===== src/rtl/mem_port_arbiter_pkg.sv =====
// Shared types for the memory-port arbiter: memory bus types, arbiter preference
// and the load reorder-buffer entry.
package mem_port_arbiter_pkg;
  typedef logic [31:0] ADDR;
  typedef logic [63:0] MEM_BLOCK;
  typedef logic [3:0]  MEM_TAG;

  typedef enum logic [1:0] {
    MEM_NONE  = 2'h0,
    MEM_LOAD  = 2'h1,
    MEM_STORE = 2'h2
  } MEM_COMMAND;

  typedef enum logic {PREFER_LOAD = 1'b0, PREFER_STORE = 1'b1} ARB_PREF_T;

  typedef struct packed {
    logic     valid;
    logic     filled;
    MEM_TAG   tag;
    MEM_BLOCK data;
  } LD_ROB_ENTRY_T;

  localparam int MEM_ROB_DEPTH = 8;
endpackage


===== src/rtl/mem_port_arbiter_rob.sv =====
// Load reorder buffer: allocates in issue order, fills out of order by tag (CAM),
// releases the head in order with a one-cycle registered response.
module load_reorder_buffer
  import mem_port_arbiter_pkg::*;
#(
  parameter int DEPTH = MEM_ROB_DEPTH,
  parameter int CNT_W = $clog2(DEPTH + 1)
) (
  input  logic             clk,
  input  logic             rst,
  input  logic             alloc,
  input  MEM_TAG           alloc_tag,
  input  MEM_TAG           fill_tag,
  input  MEM_BLOCK         fill_data,
  output logic             rel_valid,
  output MEM_BLOCK         rel_data,
  output logic             full,
  output logic [CNT_W-1:0] count,
  output logic             bad_tag
);
  localparam int IDX_W = $clog2(DEPTH);
  localparam int PTR_W = IDX_W + 1;

  LD_ROB_ENTRY_T [DEPTH-1:0] r_ent;
  logic [PTR_W-1:0]          r_head, r_tail;
  logic                      r_rel_valid;
  MEM_BLOCK                  r_rel_data;

  logic [DEPTH-1:0]  w_hit;
  logic [IDX_W-1:0]  w_hidx, w_tidx;
  LD_ROB_ENTRY_T     w_head;
  logic              w_rel;
  MEM_BLOCK          w_rel_data;
  logic [PTR_W-1:0]  w_cnt;

  assign w_hidx = r_head[IDX_W-1:0];
  assign w_tidx = r_tail[IDX_W-1:0];
  assign w_head = r_ent[w_hidx];

  // Fill CAM: only pending, not-yet-filled entries can match a returning tag.
  for (genvar g = 0; g < DEPTH; g++) begin : g_cam
    assign w_hit[g] = (fill_tag != '0) && r_ent[g].valid && !r_ent[g].filled &&
                      (r_ent[g].tag == fill_tag);
  end

  assign bad_tag = (fill_tag != '0) && (w_hit == '0);

  // Head data arriving this cycle bypasses the entry so it releases next cycle.
  assign w_rel      = w_head.valid && (w_head.filled || w_hit[w_hidx]);
  assign w_rel_data = w_head.filled ? w_head.data : fill_data;

  assign full  = (r_head[IDX_W] != r_tail[IDX_W]) && (w_hidx == w_tidx);
  assign w_cnt = r_tail - r_head;
  assign count = CNT_W'(w_cnt);

  // Alloc and release never target the same slot: that would require a full ROB.
  for (genvar g = 0; g < DEPTH; g++) begin : g_ent
    always_ff @(posedge clk or negedge rst) begin
      if (!rst) begin
        r_ent[g] <= '0;
      end else if (alloc && (w_tidx == IDX_W'(g))) begin
        r_ent[g] <= '{valid: 1'b1, filled: 1'b0, tag: alloc_tag, data: '0};
      end else if (w_rel && (w_hidx == IDX_W'(g))) begin
        r_ent[g] <= '0;
      end else if (w_hit[g]) begin
        r_ent[g].filled <= 1'b1;
        r_ent[g].data   <= fill_data;
      end
    end
  end

  always_ff @(posedge clk or negedge rst) begin
    if (!rst) begin
      r_head      <= '0;
      r_tail      <= '0;
      r_rel_valid <= 1'b0;
      r_rel_data  <= '0;
    end else begin
      if (alloc) r_tail <= r_tail + 1'b1;
      if (w_rel) begin
        r_head     <= r_head + 1'b1;
        r_rel_data <= w_rel_data;
      end
      r_rel_valid <= w_rel;
    end
  end

  assign rel_valid = r_rel_valid;
  assign rel_data  = r_rel_data;
endmodule


===== src/rtl/mem_port_arbiter.sv =====
// Shares the memory port between the vector loader and the O-vector drain;
// loads are tracked in a reorder buffer and returned in issue order.
module mem_port_arbiter
  import mem_port_arbiter_pkg::*;
#(
  parameter int ROB_DEPTH = MEM_ROB_DEPTH,
  parameter int CNT_W     = $clog2(ROB_DEPTH + 1)
) (
  input  logic             clk,
  input  logic             rst,
  input  logic             ld_req_valid,
  input  ADDR              ld_req_addr,
  output logic             ld_req_ready,
  input  logic             st_req_valid,
  input  ADDR              st_req_addr,
  input  MEM_BLOCK         st_req_data,
  output logic             st_req_ready,
  output logic             ld_resp_valid,
  output MEM_BLOCK         ld_resp_data,
  input  MEM_TAG           mem2proc_transaction_tag,
  input  MEM_BLOCK         mem2proc_data,
  input  MEM_TAG           mem2proc_data_tag,
  output MEM_COMMAND       proc2mem_command,
  output ADDR              proc2mem_addr,
  output MEM_BLOCK         proc2mem_data,
  output logic [CNT_W-1:0] outstanding_loads,
  output logic             idle,
  output logic             err_bad_tag
);
  ARB_PREF_T        r_pref, w_pref_nxt;
  logic             r_err_bad_tag;
  logic             w_full, w_bad_tag;
  logic             w_ld_elig, w_st_elig, w_gnt_ld, w_gnt_st, w_mem_acc;
  logic             w_acc_ld, w_acc_st;
  logic [CNT_W-1:0] w_cnt;

  assign w_ld_elig = ld_req_valid && !w_full;
  assign w_st_elig = st_req_valid;
  assign w_gnt_ld  = w_ld_elig && (!w_st_elig || (r_pref == PREFER_LOAD));
  assign w_gnt_st  = w_st_elig && !w_gnt_ld;
  assign w_mem_acc = (mem2proc_transaction_tag != '0);

  // Readys and the command are forced quiet while reset is held.
  assign w_acc_ld = rst && w_gnt_ld && w_mem_acc;
  assign w_acc_st = rst && w_gnt_st && w_mem_acc;

  assign ld_req_ready = w_acc_ld;
  assign st_req_ready = w_acc_st;

  always_comb begin
    proc2mem_command = MEM_NONE;
    proc2mem_addr    = '0;
    proc2mem_data    = '0;
    if (rst) begin
      if (w_gnt_ld) begin
        proc2mem_command = MEM_LOAD;
        proc2mem_addr    = ld_req_addr;
      end else if (w_gnt_st) begin
        proc2mem_command = MEM_STORE;
        proc2mem_addr    = st_req_addr;
        proc2mem_data    = st_req_data;
      end
    end
  end

  always_ff @(posedge clk or negedge rst) begin
    if (!rst) r_pref <= PREFER_LOAD;
    else      r_pref <= w_pref_nxt;
  end

  // Preference flips only when memory actually takes the command.
  always_comb begin
    w_pref_nxt = r_pref;
    if (w_acc_ld)      w_pref_nxt = PREFER_STORE;
    else if (w_acc_st) w_pref_nxt = PREFER_LOAD;
  end

  always_ff @(posedge clk or negedge rst) begin
    if (!rst)           r_err_bad_tag <= 1'b0;
    else if (w_bad_tag) r_err_bad_tag <= 1'b1;
  end

  load_reorder_buffer #(.DEPTH(ROB_DEPTH), .CNT_W(CNT_W)) u_rob (
    .clk       (clk),
    .rst       (rst),
    .alloc     (w_acc_ld),
    .alloc_tag (mem2proc_transaction_tag),
    .fill_tag  (mem2proc_data_tag),
    .fill_data (mem2proc_data),
    .rel_valid (ld_resp_valid),
    .rel_data  (ld_resp_data),
    .full      (w_full),
    .count     (w_cnt),
    .bad_tag   (w_bad_tag)
  );

  assign outstanding_loads = w_cnt;
  assign err_bad_tag       = r_err_bad_tag;
  assign idle              = !rst || (!ld_req_valid && !st_req_valid && (w_cnt == '0));
endmodule


===== config.mk =====
export PLATFORM = sky130hd
export DESIGN_NAME = mem_port_arbiter
export DESIGN_NICKNAME = d
export VERILOG_FILES = /design/src/rtl/mem_port_arbiter_pkg.sv /design/src/rtl/mem_port_arbiter_rob.sv /design/src/rtl/mem_port_arbiter.sv
export SDC_FILE = /design/constraint.sdc
export NUM_CORES = 1
export LEC_CHECK = 0
export CAP_MARGIN = 40
export CORE_AREA = 4 4 273 275
export DETAILED_ROUTE_END_ITERATION = 6
export DIE_AREA = 0 0 277 279
export GPL_TIMING_DRIVEN = 1
export HOLD_SLACK_MARGIN = 0.03
export PLACE_DENSITY = 0.72
export SYNTH_ARGS = -nofsm -noshare
export SYNTH_HDL_FRONTEND = slang
export SYNTH_HIERARCHICAL = 1
export SYNTH_SLANG_ARGS = --single-unit
export TNS_END_PERCENT = 20

===== constraint.sdc =====
create_clock -name clk -period 3.9 [get_ports clk]
set_clock_uncertainty 0.2 [all_clocks]
set_input_delay 0.78 -clock clk [delete_from_list [all_inputs] [get_ports clk]]
set_output_delay 0.78 -clock clk [all_outputs]
set_load 0.01 [all_outputs]

==> results <==
- The critical path in this run is classified as flop to primary output.
- The multi-input combinational cells in the finished layout cover a total of 0.0146 mm².
- The average size of a mapped cell is 9.50 µm².
- After synthesis, the share of flip-flops with an asynchronous set or reset is 100%.
- Setup repair after global routing could not meet its margin everywhere.
- The critical path data required time is 2.92 ns.
- OpenSTA, run right after detailed placement, puts the worst setup slack at -0.253 ns.
- The number of distinct library cells after synthesis is 47.
- The final layout contains 3,825 nets.
- Registers take 0.0159 mm².
- The final-report hold violation count is 0.
- The number of placed I/O pins is 375.
- The number of clock buffers inserted by TritonCTS is 67.
- Cells with a size suffix above 1 make up 12.0% of the layout.
- Across the VDD grid, the largest voltage drop is 0.499 mV.
- The minimum setup slack in the final design is 0.0302 ns.
- Leaving out fill and tap cells, the most frequent cells in the layout are 956 x sky130_fd_sc_hd__nand2_1, 632 x sky130_fd_sc_hd__dfrtp_1, 454 x sky130_fd_sc_hd__a21oi_1.
- The largest net degree at the start of global routing is 172.
- The setup-violating endpoint count in the final report is 0.
- The worst register-to-register path ends at u_rob/rel_data[27]$_DFFE_PN0P_.
- The power dissipated by switching net loads is 12.4 mW.
- The cell area that synthesis handed to floorplanning was 0.0321 mm².
- The part of the power in combinational logic is 46.3%.
- The final-report max-slew violation count was 0.
- Before antenna repair, the detailed router went through 7 iterations.
- The count of nets left with antenna violations after detail routing is 0.
- At the end of routability-driven placement, the weighted congestion stood at 0.968.
- The number of remaining DRC errors is 1.
- The instance area at placement is 0.0374 mm².
- The worst pin sits at a relative slew slack of 28.0%.
- The die span in y is 279 µm.
- The total internal power is 19.2 mW.
- The worst path arrival time is 2.89 ns.
- Summed over all nets, the half-perimeter wirelength after detailed placement is 71.5 mm.
- The filler cell count is 6,341.
- The analysis attributes to cell leakage a power of 18.1 nW.
- In this run, synthesis produced a sequential element count of 635.
- Relative to the synthesized area, the layout overhead comes to 23.6%.
- Once layout is done, the placed cells without fillers occupy 0.0397 mm².
- The worst register-to-register path has a depth of 10.
- After synthesis, the cell types taking the most area are sky130_fd_sc_hd__dfrtp_1 49%, sky130_fd_sc_hd__nand2_1 11%, sky130_fd_sc_hd__mux4_2 9.2%, sky130_fd_sc_hd__a21oi_1 7.1%, sky130_fd_sc_hd__mux2i_1 4.3%.
- Dividing total power by cell area gives a power density of 797 mW/mm².
- The path category of the worst min-delay check is input port to async pin.
- The aggregate global routing overflow is 0.
- The core outline area is 0.0723 mm².
- The worst hold-check slack is 0.0581 ns.
- The number of buffer cells added on primary ports is 374.
- The checks that failed: design-rule violations.
- The final critical path takes up 99.2% of the cycle.
- The number of core rows is 99.
- The number of vias in the routed layout is 27,500.
- The initial utilization of the core area, before any placement, comes to 44.4%.
- The run finished, with violations left.
- The clock tree from TritonCTS is built.
- In this run, placement finished with an instance count of 4,487.
- The shortest clock period the worst path allows after layout is 3.87 ns.
- The number of nets in the synthesized netlist is 3,600.
- The number of antenna violations at the first check in global routing came to 9.
- The total wire length after detailed routing is 114 mm.
- The final design utilization is 54.9%.
- The share of total power dissipated in sequential elements is 32.4%.
- The global-route usage over all layers is 28.8%.
- The library cell used most frequently in the layout, excluding fill and tap cells, is sky130_fd_sc_hd__nand2_1.
- Counting every instance in the synthesized netlist gives 3,380.
- The peak fanout along the critical path is 30.
- The clock network fraction of design power is 21.3%.
- The number of warnings printed during yosys synthesis is 6.
- The DRC violation total after the first TritonRoute iteration is 3,078.
- The share of synthesized area in the top cell type comes to 49.5%.
- The via count of the first global-routing pass came to 27,500.
- At the pin with the least slew margin, the transition time is 1.08 ns.
- In this run the horizontal extent of the chip is 277 µm.
- In the routed layout, each cell is associated on average with a via count of 5.95.
- The switching share of power is 39.3%.
- The maximum level of the CTS H-tree is 3.
- The insertion delay to the later sink of the worst-skew pair is 0.62 ns.
- The mean routed wirelength per cell is 24.7 µm.
- The area enclosed by the die boundary is 0.0773 mm².
- The number of sinks on the clock net is 635.
- Across all register-to-register paths, the minimum setup slack is 0.41 ns.
- The buffer depth of the longest clock path is 3.
- In this run the critical register-to-register path is launched from u_rob/r_head[1]$_DFFE_PN0P_.
- The capturing element type of the critical path is a primary output.
- The largest total area in the synthesized netlist belongs to sky130_fd_sc_hd__dfrtp_1.
- The max-cap check violation count is 0.
- Yosys mapped a number of flops with a built-in enable equal to 0.
- The sequential share of the synthesized area is 49.5%.
- The first global-routing pass estimated 173 mm of wire.
- The maximum clock rate is 258 MHz.
- The most used flip-flop cell after synthesis is sky130_fd_sc_hd__dfrtp_1.
- The clock edge transition at the registers on the reported setup and hold paths is 0.06 ns.
- The tree is rooted in a sky130_fd_sc_hd__clkbuf_16.
- The worst setup path is launched from a flop.
- The finished layout holds 4,619 standard cells, fillers aside.
==> layer usage <==
metal | up-vias | share of wire, % | track usage [%]
li1 | 12000 | - | -
met3 | 223 | 7.8 | 5.26
met4 | 6 | 2.6 | 8.48
met2 | 1330 | 47 | 45.6
met1 | 13900 | 42 | 41.1
met5 | - | 0.034 | 0
==> cell usage after synthesis (5+ instances only) <==
cell and n:
sky130_fd_sc_hd__nor2_1 25, sky130_fd_sc_hd__nand3_1 76, sky130_fd_sc_hd__a31oi_1 11, sky130_fd_sc_hd__o21ai_0 101, sky130_fd_sc_hd__buf_4 12, sky130_fd_sc_hd__a21oi_1 454, sky130_fd_sc_hd__a221oi_1 66, sky130_fd_sc_hd__ha_1 15
sky130_fd_sc_hd__nor3_1 8, sky130_fd_sc_hd__mux4_2 131, sky130_fd_sc_hd__buf_1 87, sky130_fd_sc_hd__nor4_1 14, sky130_fd_sc_hd__clkbuf_1 189, sky130_fd_sc_hd__inv_1 82, sky130_fd_sc_hd__dfrtp_1 635, sky130_fd_sc_hd__a22o_1 32
sky130_fd_sc_hd__and3_1 5, sky130_fd_sc_hd__nand4_1 6, sky130_fd_sc_hd__xor2_1 23, sky130_fd_sc_hd__buf_2 67, sky130_fd_sc_hd__mux2i_1 137, sky130_fd_sc_hd__and2_1 65, sky130_fd_sc_hd__xnor2_1 15, sky130_fd_sc_hd__o211ai_1 64
sky130_fd_sc_hd__nand2b_1 70, sky130_fd_sc_hd__nand2_1 959
==> sequential cells by signal, indices dropped and copies added (netlist names) <==
register / cells
u_rob/r_ent: 560
u_rob/r_tail: 4
u_rob/rel_valid: 1
r_pref: 1
u_rob/rel_data: 64
u_rob/r_head: 4
err_bad_tag: 1
==> worst max path at each step <==
| stage | start | end | slack [ns] | cells after the start |
|---|---|---|---|---|
| floorplan | u_rob/r_head[2]$_DFFE_PN0P_ | u_rob/r_ent[100]$_DFFE_PN0P_ | 0.65 | 14 |
| global placement | mem2proc_data_tag[1] | err_bad_tag$_DFFE_PN0P_ | -0.31 | 9 |
| detailed placement | mem2proc_data_tag[1] | err_bad_tag$_DFFE_PN0P_ | -0.25 | 9 |
| CTS | u_rob/r_head[1]$_DFFE_PN0P_ | proc2mem_addr[8] | -0.18 | 10 |
| global route | u_rob/r_head[1]$_DFFE_PN0P_ | proc2mem_addr[24] | -0.006 | 11 |
| finish | u_rob/r_head[0]$_DFFE_PN0P_ | proc2mem_data[37] | 0.03 | 9 |
==> timing repair <==
item | CTS | global route
endpoints found under the setup margin | 100 | 20
gates resized for setup | 104 | 41
pin swaps | 1 | 2
gates cloned | 1 | 0
setup buffers | 3 | 3
hold buffers | 1 | 0
hold endpoints to repair | 5 | 0
==> power groups by stage <==
stage,logic [mW],registers (mW),clock network (mW)
after floorplan,9.02,10.0,0
after global placement,14.2,10.2,0
after detailed placement,14.6,10.3,0
after CTS,14.6,10.2,6.83
after global routing,15.8,10.4,7.10
final,14.6,10.2,6.74
==> logic make-up after synthesis <==
group,after synthesis,share of synthesized area [%]
buf+inv,439,5.56
compound gates,744,13.5
simple gates,1238,16.2
fa+ha+maj,16,0.647
xor+xnor,38,1.04
mux,270,13.5
flops,635,49.5
==> cell type report <==
type	count	share of cell area, %
timing repair buffer	512	13.4
inverter	83	0.785
clock inverter	21	0.747
tap	959	3.02
multi-input combinational	2306	36.8
antenna	3	0.0189
clock buffer	100	5.12
sequential	635	40.1
==> per-stage QoR <==
stage / setup TNS (ns) / power, mW
finish: 0 / 31.6
global route: -0.0160 / 33.3
CTS: -0.357 / 31.6
detailed placement: -15.25 / 24.8
global placement: -3.20 / 24.4
floorplan: 0 / 19.1
==> critical path, stage by stage, from the launching register on <==
cell and delay, ns:
sky130_fd_sc_hd__dfrtp_4 0.49, sky130_fd_sc_hd__ha_1 0.31, sky130_fd_sc_hd__nand3_1 0.11, sky130_fd_sc_hd__nor2_2 0.16, sky130_fd_sc_hd__nor2b_4 0.06, sky130_fd_sc_hd__a21oi_4 0.14, sky130_fd_sc_hd__buf_4 0.14, sky130_fd_sc_hd__buf_12 0.16
sky130_fd_sc_hd__and2_1 0.29, sky130_fd_sc_hd__dlygate4sd2_1 0.38
(Power assumes the default switching activity.)
